File: src/rtl/serial_subtractor_64_pkg.sv
// Shared definitions for the slice-serial subtractor: FSM states, default
// geometry and the index-width helper.
package serial_subtractor_64_pkg;

  typedef enum logic [1:0] {
    IDLE = 2'd0,
    RUN  = 2'd1,
    DONE = 2'd2
  } sub_state_t;

  localparam int DEF_WIDTH   = 64;
  localparam int DEF_SLICE   = 8;
  localparam int SLICE_COUNT = DEF_WIDTH / DEF_SLICE;

  // Width of a counter that walks slices 0..n-1; never narrower than 1 bit.
  function automatic int idx_width(input int n);
    return (n > 1) ? $clog2(n) : 1;
  endfunction

endpackage

File: src/rtl/serial_subtractor_64_slice.sv
// One SLICE-bit subtract step: d = x + ~y + cin, shared by every cycle of an
// operation.
module byte_subtract_slice #(
  parameter int SLICE = 8
) (
  input  logic [SLICE-1:0] x,
  input  logic [SLICE-1:0] y,
  input  logic             cin,
  output logic [SLICE-1:0] d,
  output logic             cout
);

  logic [SLICE:0] sum;

  assign sum  = {1'b0, x} + {1'b0, ~y} + {{SLICE{1'b0}}, cin};
  assign d    = sum[SLICE-1:0];
  assign cout = sum[SLICE];

endmodule

File: src/rtl/serial_subtractor_64.sv
// 64-bit subtractor computing a - b one slice per clock, LSB slice first,
// behind a start/busy/done handshake.
module serial_subtractor_64
  import serial_subtractor_64_pkg::*;
#(
  parameter int WIDTH = DEF_WIDTH,
  parameter int SLICE = DEF_SLICE
) (
  input  logic             clk,
  input  logic             rst,
  input  logic             start,
  input  logic [WIDTH-1:0] a,
  input  logic [WIDTH-1:0] b,
  output logic             busy,
  output logic             done,
  output logic [WIDTH-1:0] diff,
  output logic             borrow_out,
  output logic             overflow
);

  localparam int NSLICE = WIDTH / SLICE;
  localparam int IDX_W  = idx_width(NSLICE);
  localparam logic [IDX_W-1:0] LAST_IDX = IDX_W'(NSLICE - 1);

  sub_state_t state, state_nxt;

  logic [WIDTH-1:0] a_q;
  logic [WIDTH-1:0] b_q;
  logic [WIDTH-1:0] diff_q;
  logic             carry_q;
  logic [IDX_W-1:0] idx_q;
  logic             borrow_q;
  logic             ovf_q;

  logic             accept;
  logic             step;
  logic             last;

  logic [SLICE-1:0] s_x;
  logic [SLICE-1:0] s_y;
  logic [SLICE-1:0] s_d;
  logic             s_cout;

  assign last = (idx_q == LAST_IDX);

  always_ff @(posedge clk or posedge rst) begin
    if (rst) begin
      state <= IDLE;
    end else begin
      state <= state_nxt;
    end
  end

  always_comb begin
    state_nxt = state;
    accept    = 1'b0;
    step      = 1'b0;
    case (state)
      IDLE: begin
        if (start) begin
          accept    = 1'b1;
          state_nxt = RUN;
        end
      end
      RUN: begin
        step = 1'b1;
        if (last) begin
          state_nxt = DONE;
        end
      end
      DONE: begin
        // A start seen while done is high chains straight into the next run.
        if (start) begin
          accept    = 1'b1;
          state_nxt = RUN;
        end else begin
          state_nxt = IDLE;
        end
      end
      default: state_nxt = IDLE;
    endcase
  end

  assign s_x = a_q[idx_q*SLICE +: SLICE];
  assign s_y = b_q[idx_q*SLICE +: SLICE];

  byte_subtract_slice #(
    .SLICE (SLICE)
  ) u_slice (
    .x    (s_x),
    .y    (s_y),
    .cin  (carry_q),
    .d    (s_d),
    .cout (s_cout)
  );

  always_ff @(posedge clk or posedge rst) begin
    if (rst) begin
      a_q      <= '0;
      b_q      <= '0;
      diff_q   <= '0;
      carry_q  <= 1'b0;
      idx_q    <= '0;
      borrow_q <= 1'b0;
      ovf_q    <= 1'b0;
    end else if (accept) begin
      a_q     <= a;
      b_q     <= b;
      diff_q  <= '0;
      carry_q <= 1'b1;
      idx_q   <= '0;
    end else if (step) begin
      diff_q[idx_q*SLICE +: SLICE] <= s_d;
      carry_q <= s_cout;
      if (last) begin
        // s_d[SLICE-1] is the result MSB being written on this same edge.
        borrow_q <= ~s_cout;
        ovf_q    <= (a_q[WIDTH-1] != b_q[WIDTH-1]) && (s_d[SLICE-1] != a_q[WIDTH-1]);
      end else begin
        idx_q <= idx_q + IDX_W'(1);
      end
    end
  end

  assign busy       = (state == RUN);
  assign done       = (state == DONE);
  assign diff       = diff_q;
  assign borrow_out = borrow_q;
  assign overflow   = ovf_q;

endmodule
File: config.mk
export PLATFORM = sky130hd
export DESIGN_NAME = serial_subtractor_64
export DESIGN_NICKNAME = d
export VERILOG_FILES = /design/src/rtl/serial_subtractor_64_pkg.sv /design/src/rtl/serial_subtractor_64_slice.sv /design/src/rtl/serial_subtractor_64.sv
export SDC_FILE = /design/constraint.sdc
export NUM_CORES = 1
export LEC_CHECK = 0
export ABC_AREA = 1
export CAP_MARGIN = 20
export CELL_PAD_IN_SITES_DETAIL_PLACEMENT = 0
export CELL_PAD_IN_SITES_GLOBAL_PLACEMENT = 2
export CORE_ASPECT_RATIO = 1.4
export CORE_MARGIN = 2
export CORE_UTILIZATION = 36
export CTS_BUF_LIST = sky130_fd_sc_hd__clkbuf_8
export CTS_CLUSTER_DIAMETER = 50
export DETAILED_ROUTE_END_ITERATION = 10
export DONT_BUFFER_PORTS = 1
export GPL_TIMING_DRIVEN = 0
export PLACE_DENSITY_LB_ADDON = 0.3
export SETUP_SLACK_MARGIN = 0.1
export SYNTH_ARGS = -nofsm -noshare
export SYNTH_HDL_FRONTEND = slang
export SYNTH_HIERARCHICAL = 1
export SYNTH_SLANG_ARGS = --single-unit
File: constraint.sdc
create_clock -name clk -period 9.8 [get_ports clk]
set_input_delay 1.96 -clock clk [delete_from_list [all_inputs] [get_ports clk]]
set_output_delay 1.96 -clock clk [all_outputs]
set_load 0.02 [all_outputs]
==> flow_summary.toml, run 1 <==
[timing]
max_freq_ghz = 0.252
setup_violations = 0
finClkSkew_ns = 0.0164
fin_crit_ns = 3.97
drv_slew = 0
min_period_over_period_pct = 40.5
finalHoldViolations = 0
tightest_slew_ns = 0.691
holdWs_ns = 0.512
rsz0062_at_grt = "no"
maxSlewHeadroom_pct = 53.9

[floorplan]
start_util_pct = 36.5
dieArea_um2 = 28600
die_h_um = 199
num_io_pins = 199
rows = 71
core_um2 = 26800
die_width_um = 143

[cts]
post_cts_buffers = 0
cts_resized = 0
cts_root_buf = "clkbuf_8"
clkTransAtPathRegs_ns = 0.11
clock_sinks = 200
insertion_delay_ns = 0.50
clockBufferDepth = 2
cts_tree = "built"
ctsHoldBuffers = 0
cts-htree-levels = 4
cts_made_buffers = 17

[global_route]
grt_remaining_overflow = 0
use_met1_pct = 25.5
grt_first_pass_wirelength_um = 46200
use_met3_pct = 5.58
antenna_found_initial = 6
met2_usage_pct = 39.1
top_usage_layer = "met2"
grt_usage_pct = 21.8
grt_max_degree = 103
grt_pass1_vias = 7969

[min_path]
min_to = "b_q[4]"
holdPathStages = 1
hp-class = "reg2reg"
hp-start = "b_q[4]"

[place]
place.port_buffers = 0
hpwl_um = 23000
gp_congestion = 0.828

[setup_path]
cp_common_cell = "inv_1"
reg2reg_to = "diff[12]"
critical_path_cell_count = 16
arrival_ns = 4.37
path_buf_inv = 7
crit_start = "idx_q[0]"
crit_type = "reg2reg"
rr_startpoint = "idx_q[0]"
cp_top_family = "buffers and inverters"
critPathLaunchType = "flip-flop"
worstPathRequired_ns = 10.21
end_kind = "flip-flop"
crit_fanout = 10
reg2reg_depth = 16
reg2reg_slack_ns = 5.83
slowest_stage = "clkbuf_1"
path_cells = "buf_2, clkbuf_1, o211ai_1, nand2_1, inv_1, nand2_1, inv_1, fa_1, fa_1, inv_2, a21oi_1, xnor2_1, inv_1, nor3_1, inv_1, o21ai_0"
slowest_delay_ns = 0.55

[power]
pwr-share-comb_pct = 53.9
peakVddDrop_mv = 0.204
p_int_mw = 2.17
power_mw = 4.43
cellPowerDensity_nw_per_um2 = 415
p_sw_mw = 2.25
clockPowerShare_pct = 12.1
swShare_pct = 50.9
p_leak_nw = 5.30
pwr-share-seq_pct = 34.0

[finish]
areaGrowthSynthToFinish_pct = 8.98
mostFrequentLayoutCells = "226 x nand2_1, 200 x dfrtp_1, 149 x nor2_1"
finalNetCount = 1333
fin_util_pct = 39.8
drive_gt1_share_pct = 12.6
final_common_cell = "nand2_1"

[synth]
syn_area_um2 = 9790
ys.flop_type = "dfrtp_1"
synth-edff-count = 0
syn_nets = 1313
synthCells = 1165
async_flop_share_pct = 100
ys_seq_elements = 200
seq_area_frac_synth_pct = 51.1
yosys_warnings = 6
synth_cell_types = 31
avgSynthCellArea_um2 = 8.41

[drt]
drt.antenna.violating_nets = 0
drcViolationCount = 0
wl_per_cell_um = 19.2
vias_per_cell = 4.92
first_pass_iters = 5
drtIter0Drc = 415
vias = 7699
wirelength_um = 30100

[run_status]
outcome = "finished clean"

[job]
max_cap_viol_count = 0
## cell usage after synthesis, types with 2 or more instances
cell type    n  area share, %
buf_6        4           0.46
nand2_1    226            8.7
buf_4        3           0.23
clkbuf_1    10           0.38
nand3_1    104            5.3
inv_1      131            5.0
mux2_2      44            5.1
nand2_2      7           0.45
a21oi_1     88            4.5
nor2_8       2           0.41
dfrtp_1    200             51
o21ai_0     73            3.7
fa_1         2           0.41
o21ai_1      9           0.46
nand3_2      6           0.61
buf_1        2          0.077
inv_2        6           0.23
nor2_4       3           0.34
nor2_1     149            5.7
ha_1        15            1.9
nand4_1     17            1.1
buf_2       44            2.2
o211ai_1    10           0.77
xnor2_1      3           0.27
## cells by family (layout without fill, tap and decap cells)
logic type / count (synthesis) / after routing / synth area share [%]
flip-flops: 200 / 200 / 51.1
AO/OA/AOI/OAI: 182 / 182 / 9.58
multiplexers: 44 / 44 / 5.06
buffers and inverters: 201 / 234 / 8.69
AND/OR/NAND/NOR: 518 / 518 / 23.0
other: 0 / 2 / 0
adder cells (fa/ha/maj): 17 / 17 / 2.33
XOR/XNOR: 3 / 3 / 0.268
## power groups by stage
stage / clock [mW] / sequential, mW / combinational [mW]
floorplan: 0 / 1.46 / 1.70
global placement: 0 / 1.52 / 2.39
CTS: 0.549 / 1.51 / 2.42
finish: 0.535 / 1.51 / 2.39
global route: 0.585 / 1.55 / 2.71
detailed placement: 0 / 1.53 / 2.41
## stage by stage
step / cell area [um2] / worst slack, ns / instances / setup TNS [ns]
finish: 10700 / 5.83 / 1565 / 0
global placement: 10200 / -0.178 / 1530 / -29.97
CTS: 10700 / 5.81 / 1563 / 0
detailed placement: 10300 / 5.85 / 1531 / 0
floorplan: 9790 / 2.39 / 1165 / 0
global route: 10700 / 5.52 / 1564 / 0
## worst max path at each step
stage	endpoint	slack [ns]
floorplan	a_q[0]	2.39
global placement	a_q[33]	-0.18
detailed placement	diff[12]	5.85
CTS	diff[12]	5.81
global route	diff[12]	5.52
finish	diff[12]	5.83
## final cells by class
type | instances | area [um2]
fillers | 2946 | 16200
flip-flops and latches | 200 | 5000
multi-input cells | 764 | 3940
inverters | 138 | 526
well taps | 365 | 457
plain buffers | 63 | 333
clock buffers | 18 | 248
clock inverters | 14 | 135
repair buffers | 1 | 27.5
diodes | 2 | 5.00
## flip-flops by register name, indices dropped and copies added, names as in the netlist
signal,cells
a_q,64
b_q,64
borrow_out,1
carry_q,1
diff,64
idx_q,3
overflow,1
state,2
## per-layer routing
metal,vias up,share of wire (%)
met1,3691,40
met5,-,0.10
met3,39,5.4
met4,6,2.3
li1,3773,-
met2,190,52
No activity file was read; power rests on OpenSTA's default activity.
==> inputs of run 2 (changes only) <==
Clock period 9.8 ns to 4.1 ns, I/O delays scaled along.
==> run 2 against run 1 <==
  * Non-clock buffer count grew 5
  * Clock power up 130%
  * Clock skew shrank 0.0020 ns
  * Clock-buffer cell count down 1
  * Critical endpoint is now diff[50]
==> flow_summary.toml, run 2 (same netlist as run 1, synthesis figures left out) <==
[run_status]
outcome = "finished clean"

[power]
peakVddDrop_mv = 0.558
cellPowerDensity_nw_per_um2 = 986
p_leak_nw = 5.36

[timing]
fin_ws_ns = 0.465
holdWs_ns = 0.240
setup_violations = 0
finClkSkew_ns = 0.0143
fin_crit_ns = 3.64
min_period_over_period_pct = 88.7
rsz0062_at_grt = "no"
maxSlewHeadroom_pct = 54.4
drv_slew = 0
finalHoldViolations = 0
tightest_slew_ns = 0.680
max_freq_ghz = 0.275

[cts]
cts_root_buf = "clkbuf_8"
cts_tree = "built"
cts_resized = 2
clkTransAtPathRegs_ns = 0.11
cts_made_buffers = 17
clock_sinks = 200
insertion_delay_ns = 0.48
ctsHoldBuffers = 0
clockBufferDepth = 2
post_cts_buffers = 0
cts-htree-levels = 4

[global_route]
grt_first_pass_wirelength_um = 45700
grt_max_degree = 42
grt_usage_pct = 21.6
grt_pass1_vias = 7840
antenna_found_initial = 5
grt_remaining_overflow = 0

[finish]
finalNetCount = 1338
fill_cells = 2903
drive_gt1_share_pct = 13.5
multi_input_area_um2 = 3950
fin_util_pct = 40.2
areaGrowthSynthToFinish_pct = 10.0
final_common_cell = "nand2_1"
register_area_um2 = 5010
mostFrequentLayoutCells = "226 x nand2_1, 199 x dfrtp_1, 149 x nor2_1"

[drt]
vias_per_cell = 4.87
wl_per_cell_um = 19.1
first_pass_iters = 5
vias = 7642
drtIter0Drc = 294
drcViolationCount = 0
wirelength_um = 30000
drt.antenna.violating_nets = 0

[floorplan]
rows = 71
core_um2 = 26800
num_io_pins = 199
dieArea_um2 = 28600
start_util_pct = 36.5
die_width_um = 143
die_h_um = 199

[setup_path]
end_kind = "flip-flop"
crit_fanout = 11
reg2reg_to = "diff[50]"
rr_startpoint = "idx_q[0]"
critPathLaunchType = "flip-flop"
reg2reg_slack_ns = 0.46
crit_type = "reg2reg"
reg2reg_depth = 15
arrival_ns = 4.04
worstPathRequired_ns = 4.51

[place]
dp_slack_ns = 0.0880
hpwl_um = 23600
place.port_buffers = 0
gp_congestion = 0.820

[min_path]
hp-class = "in2async"

[job]
max_cap_viol_count = 0
[run 2: how the worst max path moves through the flow]
| stage | from | cells past startpoint | end | slack, ns |
|---|---|---|---|---|
| 6_report | idx_q[0] | 15 | diff[50] | 0.46 |
| 5_1_grt | idx_q[0] | 17 | diff[12] | 0.19 |
| 4_1_cts | idx_q[1] | 17 | diff[12] | 0.21 |
| 3_5_place_dp | idx_q[1] | 17 | diff[12] | 0.09 |
| 3_3_place_gp | rst | 1 | a_q[33] | -0.55 |
| 2_1_floorplan | rst | 1 | a_q[0] | 0.69 |
[run 2: report_power, final]
part	total (mW)	leakage (nW)	switching, mW	internal, mW
clock network	1.25	0.196	0.752	0.495
logic	5.78	2.75	3.93	1.85
registers	3.59	2.41	0.751	2.84
[run 2: routing by layer]
| layer | wire, um | global-route usage, % | share of wire (%) |
|---|---|---|---|
| met2 | 16200 | 40.3 | 54 |
| met4 | 362 | 4.94 | 1.2 |
| met3 | 1450 | 5.15 | 4.8 |
| met1 | 11900 | 24.7 | 40 |
| met5 | 32 | 0 | 0.11 |
[run 2: critical path, cell delays in order, from the launching register on]
cell and delay (ns):
dfrtp_1 0.45, inv_2 0.08, buf_2 0.30, clkbuf_4 0.32
nor2_1 0.05, o21ai_0 0.17, nand2_1 0.07, nand2_1 0.08
inv_1 0.07, fa_1 0.43, fa_1 0.43, xnor2_1 0.59
nand2_1 0.11, nor2_1 0.15, nand2_1 0.09, o21ai_0 0.15
[run 2: layout make-up]
cell class,instances,area share (%)
buffer,63,3.14
antenna,1,0.0232
tap,365,4.24
sequential,200,46.5
timing repair buffer,6,1.12
inverter,138,4.84
clock buffer,17,2.17
clock inverter,15,1.34
multi-input combinational,764,36.7
[run 2: metrics by stage]
| stage | setup TNS, ns | total power [mW] | cells | cell area [um2] |
|---|---|---|---|---|
| finish | 0 | 10.6 | 1569 | 10800 |
| detailed placement | 0 | 9.43 | 1536 | 10400 |
| global route | 0 | 11.6 | 1568 | 10800 |
| global placement | -106.48 | 9.34 | 1530 | 10300 |
| CTS | 0 | 10.7 | 1568 | 10800 |
| floorplan | 0 | 7.56 | 1165 | 9800 |
==> inputs of run 3 (changes only) <==
Settings changed: CORE_UTILIZATION 36 to 30, CTS_CLUSTER_SIZE set to 16.
==> run 3 against run 2 <==
  * The run now ends with design-rule violations left
  * Sequential power about the same
  * Final cell count increased by 4.8%
  * Combinational power increased by 2%
  * Largest power group unchanged
==> flow_summary.toml, run 3 (same netlist as run 1, synthesis figures left out) <==
[cts]
clock_sinks = 200
insertion_delay_ns = 0.50
clkTransAtPathRegs_ns = 0.11
ctsHoldBuffers = 0
cts_tree = "built"
post_cts_buffers = 0
clockBufferDepth = 2
cts_resized = 5
cts_root_buf = "clkbuf_8"
cts_made_buffers = 17
cts-htree-levels = 4

[global_route]
top_usage_layer = "met2"
met2_usage_pct = 35.2
grt_pass1_vias = 7789
grt_remaining_overflow = 0
grt_max_degree = 43
use_met3_pct = 3.93
grt_first_pass_wirelength_um = 47900
use_met1_pct = 22.4
antenna_found_initial = 1
grt_usage_pct = 19.2

[timing]
max_freq_ghz = 0.275
drv_slew = 0
min_period_over_period_pct = 88.8
tightest_slew_ns = 0.677
rsz0062_at_grt = "no"
maxSlewHeadroom_pct = 54.5
finalHoldViolations = 0
fin_crit_ns = 3.64
setup_violations = 0
finClkSkew_ns = 0.0173
finalSetupTns_ns = 0

[setup_path]
cp_common_cell = "nand2_1"
reg2reg_depth = 17
crit_start = "idx_q[0]"
crit_fanout = 10
crit_type = "reg2reg"
slowest_delay_ns = 0.47
crit_end = "diff[20]"
critical_path_cell_count = 17
arrival_ns = 4.06
path_buf_inv = 5
reg2reg_slack_ns = 0.46
critPathLaunchType = "flip-flop"
reg2reg_to = "diff[20]"
end_kind = "flip-flop"
path_cells = "inv_2, clkbuf_4, buf_2, nand2_1, nand3_1, nand2_1, nand2_1, nand2_1, fa_1, fa_1, inv_2, a21oi_1, xnor2_2, inv_1, nor2_1, nand2_1, o21ai_0"
cp_top_family = "adder cells"
worstPathRequired_ns = 4.52
slowest_stage = "fa_1"
rr_startpoint = "idx_q[0]"

[drt]
wl_per_cell_um = 19.3
drcViolationCount = 1
vias = 7603
first_pass_iters = 7
drt.antenna.violating_nets = 0
drtIter0Drc = 410
wirelength_um = 31700
vias_per_cell = 4.62

[min_path]
hp-class = "in2async"

[power]
peakVddDrop_mv = 0.350
cellPowerDensity_nw_per_um2 = 985
power_mw = 10.7
p_leak_nw = 5.36

[floorplan]
dieArea_um2 = 34100
num_io_pins = 199
die_width_um = 157
rows = 78
die_h_um = 218
start_util_pct = 30.3
core_um2 = 32300

[finish]
finalNetCount = 1338
drive_gt1_share_pct = 13.5
areaGrowthSynthToFinish_pct = 11.1
final_common_cell = "nand2_1"
mostFrequentLayoutCells = "226 x nand2_1, 199 x dfrtp_1, 149 x nor2_1"

[job]
max_cap_viol_count = 0

[run_status]
violations = "design-rule violations"
outcome = "complete, but fails checks"

[place]
hpwl_um = 24700
place.port_buffers = 0
gp_congestion = 0.795
==> run 3: cell types whose count changed in the layout (fill, tap and decap cells not counted), moves of 2 or more <==
cell	change
buf_2	-2
inv_1	+2
clkbuf_4	+2
clkinv_4	-3
clkinvlp_4	+2
==> run 3: through the flow <==
step           util, %  setup WS (ns)  cells  area [um2]  hold WS [ns]
6_report          33.7          0.458   1644       10900         0.170
5_1_grt           33.7          0.124   1644       10900         0.140
4_1_cts           33.6          0.175   1643       10900         0.137
3_5_place_dp      32.4         -0.106   1611       10500         0.489
3_3_place_gp      32.0         -0.643   1605       10300         0.483
2_1_floorplan        -          0.692   1165        9800         0.474
==> run 3: worst min-delay path by stage <==
stage                          end  slack (ns)  cells after the start
final                      diff[8]        0.17                      1
after CTS                 diff[46]        0.14                      1
after global placement      b_q[2]        0.48                      1
after floorplan            a_q[53]        0.47                      1
after global routing      diff[14]        0.14                      1
after detailed placement    b_q[4]        0.49                      1
==> run 3: per-layer routing <==
metal	routed length (um)	share of wire [%]
met1	13000	41
met2	17000	54
met3	1280	4.0
met4	470	1.5
met5	0	0
==> run 3: cell type report <==
type / instances / area (um2)
clock inverter: 15 / 129
tap: 440 / 551
inverter: 138 / 522
clock buffer: 17 / 234
buffer: 63 / 347
timing repair buffer: 6 / 128
sequential: 200 / 5010
antenna: 1 / 2.50
fill: 3501 / 21400
multi-input combinational: 764 / 3960
==> run 3: where the power goes <==
| part | switching [mW] | internal (mW) | leakage, nW | total, mW |
|---|---|---|---|---|
| clock | 0.751 | 0.483 | 0.188 | 1.23 |
| sequential | 0.758 | 2.84 | 2.41 | 3.60 |
| combinational | 4.00 | 1.88 | 2.77 | 5.88 |
| total | 5.51 | 5.20 | 5.36 | 10.7 |
